==> src/rtl/piso_serializer.sv <==
// Parallel-in/serial-out shifter: valid/ready word load, per-frame bit order,
// shift-enable stall and registered frame status, with gap-free back-to-back frames.
module piso_serializer #(
    parameter int   WIDTH      = 8,
    parameter logic IDLE_LEVEL = 1'b0
) (
    input  logic             clk,
    input  logic             rst,
    input  logic             load_valid,
    output logic             load_ready,
    input  logic [WIDTH-1:0] load_data,
    input  logic             lsb_first,
    input  logic             shift_en,
    output logic             serial_out,
    output logic             serial_valid,
    output logic             frame_start,
    output logic             busy,
    output logic             done
);
    localparam int CW = $clog2(WIDTH + 1);

    typedef enum logic {IDLE, SHIFT} state_t;

    state_t           state_q, state_d;
    logic [WIDTH-1:0] shreg_q, shreg_d;
    logic [CW-1:0]    cnt_q, cnt_d;
    logic             lsb_q, lsb_d;
    logic             so_d, sv_d, fs_d, done_d;
    logic             last, consume, accept;

    assign busy       = (state_q == SHIFT);
    assign last       = (cnt_q == CW'(1));
    assign consume    = busy && shift_en;
    // Ready also while the last bit is being consumed, so the next word follows with no gap.
    assign load_ready = !busy || (last && shift_en);
    assign accept     = load_valid && load_ready;

    always_comb begin
        state_d = state_q;
        shreg_d = shreg_q;
        cnt_d   = cnt_q;
        lsb_d   = lsb_q;
        so_d    = serial_out;
        sv_d    = serial_valid;
        done_d  = consume && last;

        if (accept) begin
            state_d = SHIFT;
            cnt_d   = CW'(WIDTH);
            lsb_d   = lsb_first;
            sv_d    = 1'b1;
            if (lsb_first) begin
                so_d    = load_data[0];
                shreg_d = load_data >> 1;
            end else begin
                so_d    = load_data[WIDTH-1];
                shreg_d = load_data << 1;
            end
        end else if (consume) begin
            if (last) begin
                state_d = IDLE;
                cnt_d   = '0;
                sv_d    = 1'b0;
                so_d    = IDLE_LEVEL;
            end else begin
                cnt_d = cnt_q - CW'(1);
                if (lsb_q) begin
                    so_d    = shreg_q[0];
                    shreg_d = shreg_q >> 1;
                end else begin
                    so_d    = shreg_q[WIDTH-1];
                    shreg_d = shreg_q << 1;
                end
            end
        end

        // Registered copy of busy && cnt==WIDTH, so it also holds through a first-bit stall.
        fs_d = (state_d == SHIFT) && (cnt_d == CW'(WIDTH));
    end

    always_ff @(posedge clk or negedge rst) begin
        if (!rst) begin
            state_q      <= IDLE;
            shreg_q      <= '0;
            cnt_q        <= '0;
            lsb_q        <= 1'b0;
            serial_out   <= IDLE_LEVEL;
            serial_valid <= 1'b0;
            frame_start  <= 1'b0;
            done         <= 1'b0;
        end else begin
            state_q      <= state_d;
            shreg_q      <= shreg_d;
            cnt_q        <= cnt_d;
            lsb_q        <= lsb_d;
            serial_out   <= so_d;
            serial_valid <= sv_d;
            frame_start  <= fs_d;
            done         <= done_d;
        end
    end

endmodule

==> config.mk <==
export PLATFORM = sky130hd
export DESIGN_NAME = piso_serializer
export DESIGN_NICKNAME = d
export VERILOG_FILES = /design/src/rtl/piso_serializer.sv
export SDC_FILE = /design/constraint.sdc
export NUM_CORES = 1
export LEC_CHECK = 0
export ABC_AREA = 1
export CORE_ASPECT_RATIO = 1.2
export CORE_MARGIN = 2
export CORE_UTILIZATION = 45
export CTS_CLUSTER_SIZE = 25
export DETAILED_ROUTE_END_ITERATION = 10
export PLACE_DENSITY_LB_ADDON = 0.08
export SYNTH_ARGS = -nofsm -noshare
export SYNTH_HDL_FRONTEND = slang
export SYNTH_SLANG_ARGS = --single-unit
==> constraint.sdc <==
create_clock -name clk -period 1.8 [get_ports clk]
set_input_delay 0.45 -clock clk [delete_from_list [all_inputs] [get_ports clk]]
set_output_delay 0.45 -clock clk [all_outputs]
set_load 0.03 [all_outputs]
==> flow_summary.toml <==
[cts]
insertion_delay_ns = 0.30
cts_made_buffers = 3
postCtsHoldBufs = 0
clock_path_buffers = 2
cts_tree = "yes"
cts_num_sinks = 18
path_clk_slew_ns = 0.11
h-tree-depth = 1
cts_root_buf = "clkbuf_4"

[yosys]
netlist_instances = 177
synth_seq_cells = 18
synth_area_leaders = "dfrtp_1 (38%), nand2_1 (27%), inv_1 (5.1%)"
yosysMostFrequentCell = "nand2_1"
ys.flop_type = "dfrtp_1"
synth_edf_count = 0
ys_warn_count = 0
async_reset_ff_frac = 1.00
yosys.area.top_type_share = 0.382
syn_area_per_cell_sq_um = 6.67
ys_types = 22
syn_area_sq_um = 1180
synth_nets = 192
ys_top_cells_by_count = "nand2_1 (84), dfrtp_1 (18), inv_1 (16), nor2_1 (11), nand3_1 (9)"
ys_seq_area_frac = 0.382
synth_top_cell_by_area = "dfrtp_1"

[routing]
wl_mm = 2.61
num_vias = 1173
viasPerCell = 4.85
ant_nets = 0
first_pass_iters = 4
drc_errors = 0
drtIter0Drc = 19
wl_per_cell_um = 10.8

[floorplanning]
start_util = 0.472
chipHeight_um = 60.1
rows = 20
die_width_um = 50.7
io_pins = 19
dieArea_sq_um = 3050
design.core.area_sq_um = 2500

[global_route]
grt_usage = 0.202
antenna_found_initial = 0
met3_usage = 0.0250
grt_start_max_net_pins = 19
grt_pass1_vias = 1103
overflow = 0
grt_pass1_wl_mm = 4.60
grt.busiest_layer = "met2"
met1_usage = 0.216
use_met2 = 0.389

[sta]
final_hold_viol_count = 0
worst-slew-pin-transition_ns = 0.455
skew_ns = 0.00939
setup_viol = 0
slew_headroom = 0.697
post-route-min-period_ns = 1.74
maxSlewViolCount = 0
rsz0062_at_grt = "no"
final.period_utilization = 0.967
fmax_mhz = 574

[power]
total_power_mw = 2.03
peakVddDrop_mv = 0.747
powerDensity_nw_per_um2 = 1320
p_leak_nw = 0.842

[placement]
dp_hpwl_mm = 2.05
dp.cells = 236
io_buffers = 18
gp_congestion = 0.799

[layout]
syn2layout_area_growth_pct = 30.1
fillers = 241
final_nets = 225
fin_cells = 242
antenna_cells = 0
layout-drive-gt1-share = 0.177
final_util = 0.614

[setup_path]
worstPathCellList = "inv_2 > ha_4 > nand3_2 > nand2_4 > buf_4"
cp_slowest_cell = "dfrtp_1"
crit_buf_inv = 2
crit_type = "register to output pin"
critPathMaxStageDelay_ns = 0.40
worstSetupStartpointType = "register"
crit_family = "flip-flops"
worstSetupEndpointType = "output pin"
arrival_ns = 1.29
cp.required_ns = 1.35
critPathMaxFanout = 3

[run]
maxCapViolations = 0

[hold_path]
hold_class = "primary input to asynchronous set/reset pin"

[status]
status = "complete, no violations"
path summary, 6_finish.rpt:
path	endpoint	startpoint	slack, ns	cells after the start
worst min-delay path	busy$_DFF_PN0_	rst	0.47	2
worst max-delay path	load_ready	cnt_q[1]$_DFF_PN0_	0.06	5
max in group asynchronous	cnt_q[0]$_DFF_PN0_	rst	1.12	2
worst max register to register	shreg_q[7]$_DFFE_PN0P_	cnt_q[1]$_DFF_PN0_	0.22	9
worst min register to register	serial_valid$_DFFE_PN0P_	serial_valid$_DFFE_PN0P_	0.48	2
min in group clk	serial_valid$_DFFE_PN0P_	serial_valid$_DFFE_PN0P_	0.48	2
registers in the layout (all words and copies together) (netlist names):
register	flops
shreg_q	8
cnt_q	4
serial_valid	1
done	1
serial_out	1
busy	1
lsb_q	1
frame_start	1
layout by cell type, fill, tap and decap left out:
| cell | n |
|---|---|
| o21ai_0 | 5 |
| a21oi_4 | 1 |
| dlymetal6s2s_1 | 2 |
| dlygate4sd2_1 | 2 |
| inv_2 | 3 |
| inv_1 | 15 |
| nor2_2 | 2 |
| nand2_1 | 84 |
| clkdlybuf4s50_1 | 13 |
| o21ai_2 | 1 |
| dfrtp_2 | 2 |
| nand3_2 | 2 |
| nand2_2 | 2 |
| clkbuf_4 | 3 |
| dfrtp_1 | 16 |
| nand3b_1 | 3 |
| clkbuf_8 | 1 |
| nand2_4 | 2 |
| clkinv_1 | 1 |
| nand3_1 | 9 |
| nor2_1 | 11 |
| ha_4 | 1 |
| ha_1 | 1 |
| buf_4 | 16 |
| o21ai_1 | 2 |
| nor2_4 | 1 |
| a21oi_1 | 8 |
through the flow:
stage                     TNS [ns]  area [sq um]  hold WS, ns  worst slack, ns
after floorplan                  0          1180        0.154            0.337
after global placement      -0.249          1470        0.462          -0.0540
after detailed placement    -0.613          1470        0.465          -0.0781
after CTS                        0          1520        0.468          0.00529
after global routing             0          1540        0.479          0.00408
final                            0          1540        0.467           0.0591
routing by layer:
layer  up-vias  share of wire
li1        608              -
met1       542           0.41
met2        16           0.54
met3         7          0.027
met4         0          0.019
met5         -              0
cell type report:
| class | instances | area, sq um | area share |
|---|---|---|---|
| well taps | 33 | 41.3 | 0.0269 |
| flip-flops and latches | 18 | 453 | 0.295 |
| inverters | 19 | 71.3 | 0.0465 |
| repair buffers | 33 | 293 | 0.191 |
| multi-input cells | 135 | 641 | 0.417 |
| clock buffers | 4 | 36.3 | 0.0236 |
worst reg2reg max path: stages, from the launching register on:
cell and delay, ns:
dfrtp_1 0.40, inv_2 0.08, ha_4 0.15, nand3_2 0.11, nand2_4 0.10, buf_4 0.16
nand2_4 0.12, a21oi_4 0.25, nand2_1 0.09, nand2_1 0.07
power by group:
group          leakage (nW)  switching (mW)  total (mW)  internal, mW
sequential            0.223           0.162       0.733         0.571
clock                0.0210           0.130       0.253         0.123
combinational         0.599           0.597        1.04         0.443
cells by family (layout without fill, tap and decap cells):
family / count (synthesis) / count (layout) / share of synthesized area
and+or+nand+nor: 116 / 116 / 0.426
buffers and inverters: 24 / 56 / 0.0859
DFF: 18 / 18 / 0.382
AOI/OAI and AO/OA: 17 / 17 / 0.0848
adders and majority gates: 2 / 2 / 0.0212
timing repair:
action,in CTS,in global routing
endpoints found under the setup margin,2,3
pin swaps,1,0
hold endpoints to repair,0,0
gates resized for setup,5,4
setup buffers,1,1
Note: power is estimated with default switching activity, not from simulation.
